$ cat src/rtl/rhd_spi_master_if.sv
// Command/result bus of rhd_spi_master: command handshake, SPI pins and
// captured result words.
interface rhd_spi_master_if;
  logic        cmd_valid;
  logic [15:0] cmd_data;
  logic        cmd_ready;
  logic        CS;
  logic        SCLK;
  logic        MOSI;
  logic        MISO;
  logic        rx_valid;
  logic [15:0] rx_data_a;
  logic [15:0] rx_data_b;
  logic        busy;

  modport master (
    input  cmd_valid, cmd_data, MISO,
    output cmd_ready, CS, SCLK, MOSI, rx_valid, rx_data_a, rx_data_b, busy
  );

  modport slave (
    output cmd_valid, cmd_data, MISO,
    input  cmd_ready, CS, SCLK, MOSI, rx_valid, rx_data_a, rx_data_b, busy
  );
endinterface

$ cat src/rtl/rhd_spi_master.sv
// 16-bit SPI master (CPOL=0) for RHD-style converters, one command per frame.
// Define RHD_SPI_MASTER_DDR_EN to also capture the second device on SCLK low halves.
module rhd_spi_master #(
  parameter int CLK_DIV        = 4,
  parameter int CS_HIGH_CYCLES = 8
) (
  input  logic              clk,
  input  logic              rstn,
  rhd_spi_master_if.master  bus
);

  typedef enum logic [2:0] {IDLE, SETUP, SHIFT_LO, SHIFT_HI, HOLD, GAP} state_t;

  localparam logic [7:0] DIV_LAST = 8'(CLK_DIV - 1);
  localparam logic [7:0] GAP_LAST = 8'(CS_HIGH_CYCLES - 1);

  state_t      state;
  logic [7:0]  cnt;
  logic [3:0]  bit_cnt;
  logic        cs_q, sclk_q, mosi_q, rx_valid_q;
  logic [15:0] rx_a_q;
  logic [14:0] sh_tx;
  logic [15:0] sh_a;
  logic        phase_end, lo_end, hi_end;

  assign phase_end = (cnt == DIV_LAST);
  assign lo_end    = (state == SHIFT_LO) && phase_end;
  assign hi_end    = (state == SHIFT_HI) && phase_end;

  // Control: FSM and all pin/flag flops.
  always_ff @(posedge clk) begin
    if (!rstn) begin
      state      <= IDLE;
      cnt        <= '0;
      bit_cnt    <= '0;
      cs_q       <= 1'b1;
      sclk_q     <= 1'b0;
      mosi_q     <= 1'b0;
      rx_valid_q <= 1'b0;
      rx_a_q     <= '0;
    end else begin
      rx_valid_q <= 1'b0;
      cnt        <= cnt + 8'd1;
      case (state)
        IDLE: begin
          cnt <= '0;
          if (bus.cmd_valid) begin
            state   <= SETUP;
            cs_q    <= 1'b0;
            mosi_q  <= bus.cmd_data[15];
            bit_cnt <= '0;
          end
        end
        SETUP: if (phase_end) begin
          state <= SHIFT_LO;
          cnt   <= '0;
        end
        SHIFT_LO: if (phase_end) begin
          state  <= SHIFT_HI;
          cnt    <= '0;
          sclk_q <= 1'b1;
        end
        SHIFT_HI: if (phase_end) begin
          cnt    <= '0;
          sclk_q <= 1'b0;
          if (bit_cnt == 4'd15) begin
            state <= HOLD;
          end else begin
            state   <= SHIFT_LO;
            bit_cnt <= bit_cnt + 4'd1;
            mosi_q  <= sh_tx[14];
          end
        end
        HOLD: if (phase_end) begin
          state      <= GAP;
          cnt        <= '0;
          cs_q       <= 1'b1;
          mosi_q     <= 1'b0;
          rx_valid_q <= 1'b1;
          rx_a_q     <= sh_a;
        end
        GAP: if (cnt == GAP_LAST) begin
          state <= IDLE;
          cnt   <= '0;
        end
        default: state <= IDLE;
      endcase
    end
  end

  // Data: shift registers; the command is reloaded on every IDLE cycle so the
  // accepted word is whatever was on cmd_data in the accepting cycle.
  always_ff @(posedge clk) begin
    if (state == IDLE) begin
      sh_tx <= bus.cmd_data[14:0];
    end else if (hi_end) begin
      sh_tx <= {sh_tx[13:0], 1'b0};
    end
    if (hi_end) begin
      sh_a <= {sh_a[14:0], bus.MISO};
    end
  end

`ifdef RHD_SPI_MASTER_DDR_EN
  logic [14:0] sh_b;
  logic [15:0] rx_b_q;

  // The SHIFT_LO ahead of the first high half also shifts in a bit; it falls
  // off the top, leaving the 15 low-half samples that follow a high half.
  always_ff @(posedge clk) begin
    if (lo_end) begin
      sh_b <= {sh_b[13:0], bus.MISO};
    end
  end

  always_ff @(posedge clk) begin
    if (!rstn) begin
      rx_b_q <= '0;
    end else if ((state == HOLD) && phase_end) begin
      rx_b_q <= {sh_b, bus.MISO};
    end
  end

  assign bus.rx_data_b = rx_b_q;
`else
  assign bus.rx_data_b = '0;
`endif

  assign bus.cmd_ready = rstn && (state == IDLE);
  assign bus.busy      = (state != IDLE);
  assign bus.CS        = cs_q;
  assign bus.SCLK      = sclk_q;
  assign bus.MOSI      = mosi_q;
  assign bus.rx_valid  = rx_valid_q;
  assign bus.rx_data_a = rx_a_q;

endmodule
$ cat src/flat_wrapper.sv
// flat-port wrapper written by rule: the top's interface ports become plain ports
module rhd_spi_master_flat 
#(
  parameter int CLK_DIV        = 4,
  parameter int CS_HIGH_CYCLES = 8
)
  (clk, rstn, bus_cmd_valid, bus_cmd_data, bus_MISO, bus_cmd_ready, bus_CS, bus_SCLK, bus_MOSI, bus_rx_valid, bus_rx_data_a, bus_rx_data_b, bus_busy);
  rhd_spi_master_if bus_i ();
  input  logic clk;
  input  logic rstn;
  input wire logic [$bits(bus_i.cmd_valid)-1:0] bus_cmd_valid;
  input wire logic [$bits(bus_i.cmd_data)-1:0] bus_cmd_data;
  input wire logic [$bits(bus_i.MISO)-1:0] bus_MISO;
  output wire logic [$bits(bus_i.cmd_ready)-1:0] bus_cmd_ready;
  output wire logic [$bits(bus_i.CS)-1:0] bus_CS;
  output wire logic [$bits(bus_i.SCLK)-1:0] bus_SCLK;
  output wire logic [$bits(bus_i.MOSI)-1:0] bus_MOSI;
  output wire logic [$bits(bus_i.rx_valid)-1:0] bus_rx_valid;
  output wire logic [$bits(bus_i.rx_data_a)-1:0] bus_rx_data_a;
  output wire logic [$bits(bus_i.rx_data_b)-1:0] bus_rx_data_b;
  output wire logic [$bits(bus_i.busy)-1:0] bus_busy;
  assign bus_i.cmd_valid = bus_cmd_valid;
  assign bus_i.cmd_data = bus_cmd_data;
  assign bus_i.MISO = bus_MISO;
  assign bus_cmd_ready = bus_i.cmd_ready;
  assign bus_CS = bus_i.CS;
  assign bus_SCLK = bus_i.SCLK;
  assign bus_MOSI = bus_i.MOSI;
  assign bus_rx_valid = bus_i.rx_valid;
  assign bus_rx_data_a = bus_i.rx_data_a;
  assign bus_rx_data_b = bus_i.rx_data_b;
  assign bus_busy = bus_i.busy;
  rhd_spi_master #(.CLK_DIV(CLK_DIV), .CS_HIGH_CYCLES(CS_HIGH_CYCLES)) u_core (.clk(clk), .rstn(rstn), .bus(bus_i));
endmodule
$ cat config.mk
export PLATFORM = sky130hd
export DESIGN_NAME = rhd_spi_master_flat
export DESIGN_NICKNAME = d
export VERILOG_FILES = /design/src/rtl/rhd_spi_master_if.sv /design/src/rtl/rhd_spi_master.sv /design/src/flat_wrapper.sv
export SDC_FILE = /design/constraint.sdc
export NUM_CORES = 1
export LEC_CHECK = 0
export ABC_CLOCK_PERIOD_IN_PS = 5700
export CAP_MARGIN = 10
export CORE_ASPECT_RATIO = 1.2
export CORE_MARGIN = 5
export CORE_UTILIZATION = 40
export CTS_CLUSTER_SIZE = 24
export DETAILED_ROUTE_END_ITERATION = 7
export HOLD_SLACK_MARGIN = 0.06
export SLEW_MARGIN = 20
export SYNTH_ARGS = -nofsm -noshare
export SYNTH_HDL_FRONTEND = slang
export SYNTH_SLANG_ARGS = --single-unit
$ cat constraint.sdc
create_clock -name clk -period 5.7 [get_ports clk]
set_clock_uncertainty 0.05 [all_clocks]
set_input_delay 1.14 -clock clk [delete_from_list [all_inputs] [get_ports clk]]
set_output_delay 1.14 -clock clk [all_outputs]
set_load 0.005 [all_outputs]
==> results.toml <==
[routing]
wl_per_cell_um = 13.3
drt-vias-per-instance = 4.95
wirelength_um = 5260
route.detailed.drc = 0
ant_nets = 0
vias = 1962
drt-pass1-iter-count = 6
drtIter0Drc = 70

[cts]
cts_inserted_buffers = 9
clk_latency_ns = 0.34
cts_tree = "yes"
cts.sinks = 66
ctsHtreeMaxLevel = 3
clkTransAtPathRegs_ns = 0.06
cts_setup_buffers = 0
cts-root-buf = "clkbuf_8"
clock_path_buffers = 2
ctsResizeCount = 0
postCtsHoldBufs = 0

[outcome]
status = "complete, no violations"

[sta]
fmax_mhz = 257
max_slew_margin = 0.392
setup_viol = 0
fin_crit_ns = 3.88
worst_pin_slew_ns = 0.905
finalMaxSlewViolations = 0
fin_crit_sh = 0.681
finalSetupTns_ns = 0
rsz0062_at_grt = "false"
finalHoldViolCount = 0

[synthesis]
ys_seq_area_frac = 0.579
synth_area_leaders = "edfxtp_1 (33%), dfxtp_1 (25%), nand2_1 (6.5%)"
synth_top_flop_cell = "dfxtp_1"
synthesis.area_um2 = 2820
yosysTopAreaCell = "edfxtp_1"
ys_seq_elements = 66
synth_top_area_share = 0.331
synth.distinct_cells = 50
synth_edf_count = 31
postSynthCellCount = 262
yosysWarnings = 0
synth_most_common_cell = "nand2_1"
synth_common_cells = "nand2_1 (49), dfxtp_1 (35), edfxtp_1 (31)"
postSynth.asyncResetShare = 0
syn_area_per_cell_um2 = 10.7

[pwr]
vdd_ir_drop_max_mv = 0.143
powerDensity_nw_per_um2 = 268
p_leak_uw = 0.00128
total_power_uw = 908

[setup_path]
worstSetupStartpointType = "primary input"
crit_fanout = 9
slowest_delay_ns = 0.66
worst-setup-path-type = "in2out"
r2r_setup_slack_ns = 3.32
worst_path_most_repeated_cell = "clkdlybuf4s50_1"
reg2reg_depth = 5
cp_slowest_cell = "clkdlybuf4s50_1"
required_ns = 4.51
cp.arrival_ns = 2.69
worstPathCellList = "clkdlybuf4s50_1, inv_1, nor2_1, clkdlybuf4s50_1"
crit_path_end_kind = "primary output"

[hold_path]
hold_path.class = "reg2reg"
whs_path_depth = 0

[global_route]
gr-usage-all-layers = 0.125
grt_overflow = 0
grt_pass1_wl_um = 8720
antenna_found_initial = 0
first_global_vias = 1851
grt_max_degree = 19

[placement]
hpwl_um = 3660
portBuffers = 41
finalWeightedCongestion = 0.756

[die]
die_x_um = 86.6
start_util = 0.411
rows = 33
fp.dieH_um = 102
pin_count = 58
die_area_um2 = 8830
core-area_um2 = 6850

[cells_and_area]
nets = 326
syn_to_final_growth_pct = 20.5
diodes = 0
drive_gt1_frac = 0.0777

[flow_run]
cap_violations = 0
==> where the power goes <==
| part | switching [uW] | internal [uW] |
|---|---|---|
| registers | 6.83 | 511 |
| clock network | 165 | 168 |
| logic | 30.1 | 26.6 |
==> worst paths after layout <==
check	endpoint	start
hold reg to reg	u_core.sh_a[12]	u_core.sh_a[11]
hold / removal	u_core.sh_a[12]	u_core.sh_a[11]
setup / recovery	bus_cmd_ready	rstn
setup reg to reg	u_core.bus.rx_data_a[11]	u_core.cnt[0]
==> worst max-delay path, delay by kind of cell <==
family                 cells  cell delay [ns]
buffers and inverters      3             1.40
AND/OR/NAND/NOR            1             0.15
==> layout by cell type (no fill, tap or decap), types with 4 or more instances in the layout <==
cell type,instances
conb_1,16
a22o_1,17
nand2_1,49
nand3_1,8
xnor2_1,4
a21oi_1,10
inv_1,4
o21ai_0,6
dfxtp_1,35
edfxtp_1,31
clkdlybuf4s50_1,41
buf_4,5
nor2_1,16
clkbuf_8,10
==> sequential cells by signal, indices dropped and copies added, names as in the netlist <==
name / count
u_core.bus.rx_valid: 1
u_core.state: 3
u_core.sh_a: 16
u_core.bit_cnt: 4
u_core.cnt: 8
u_core.sh_tx: 15
u_core.bus.MOSI: 1
u_core.bus.CS: 1
u_core.bus.rx_data_a: 16
u_core.bus.SCLK: 1
==> per-layer routing <==
layer | wire length (um) | global-route usage
met1 | 2430 | 0.159
met2 | 2340 | 0.196
met3 | 367 | 0.0363
met4 | 119 | 0.0624
met5 | 0 | 0
==> kinds of logic after synthesis <==
logic type / share of synthesized area
other: 0.00133
and+or+nand+nor: 0.178
buffers and inverters: 0.0782
xor gates and xnor gates: 0.0187
adders and majority gates: 0.00888
muxes: 0.00355
DFF: 0.579
AOI/OAI and AO/OA: 0.132
==> area by class of cell <==
class / instances / area, um^2
Clock buffer: 13 / 149
Fill cell: 662 / 3460
Sequential cell: 66 / 1630
Tap cell: 87 / 109
Timing Repair Buffer: 46 / 448
Clock inverter: 3 / 16.3
Multi-Input combinational cell: 176 / 1020
Inverter: 5 / 18.8
==> metrics by stage <==
step / setup slack [ns] / util / hold WS (ns) / cell area, um^2 / std cells
after floorplan: 2.83 / - / 0.376 / 2870 / 277
after global placement: 1.80 / 0.471 / 0.384 / 3230 / 380
after detailed placement: 1.79 / 0.471 / 0.389 / 3230 / 380
after CTS: 1.79 / 0.495 / 0.411 / 3390 / 396
after global routing: 1.70 / 0.495 / 0.425 / 3390 / 396
final: 1.82 / 0.495 / 0.407 / 3390 / 396
Power figures use the tool's default switching activity.
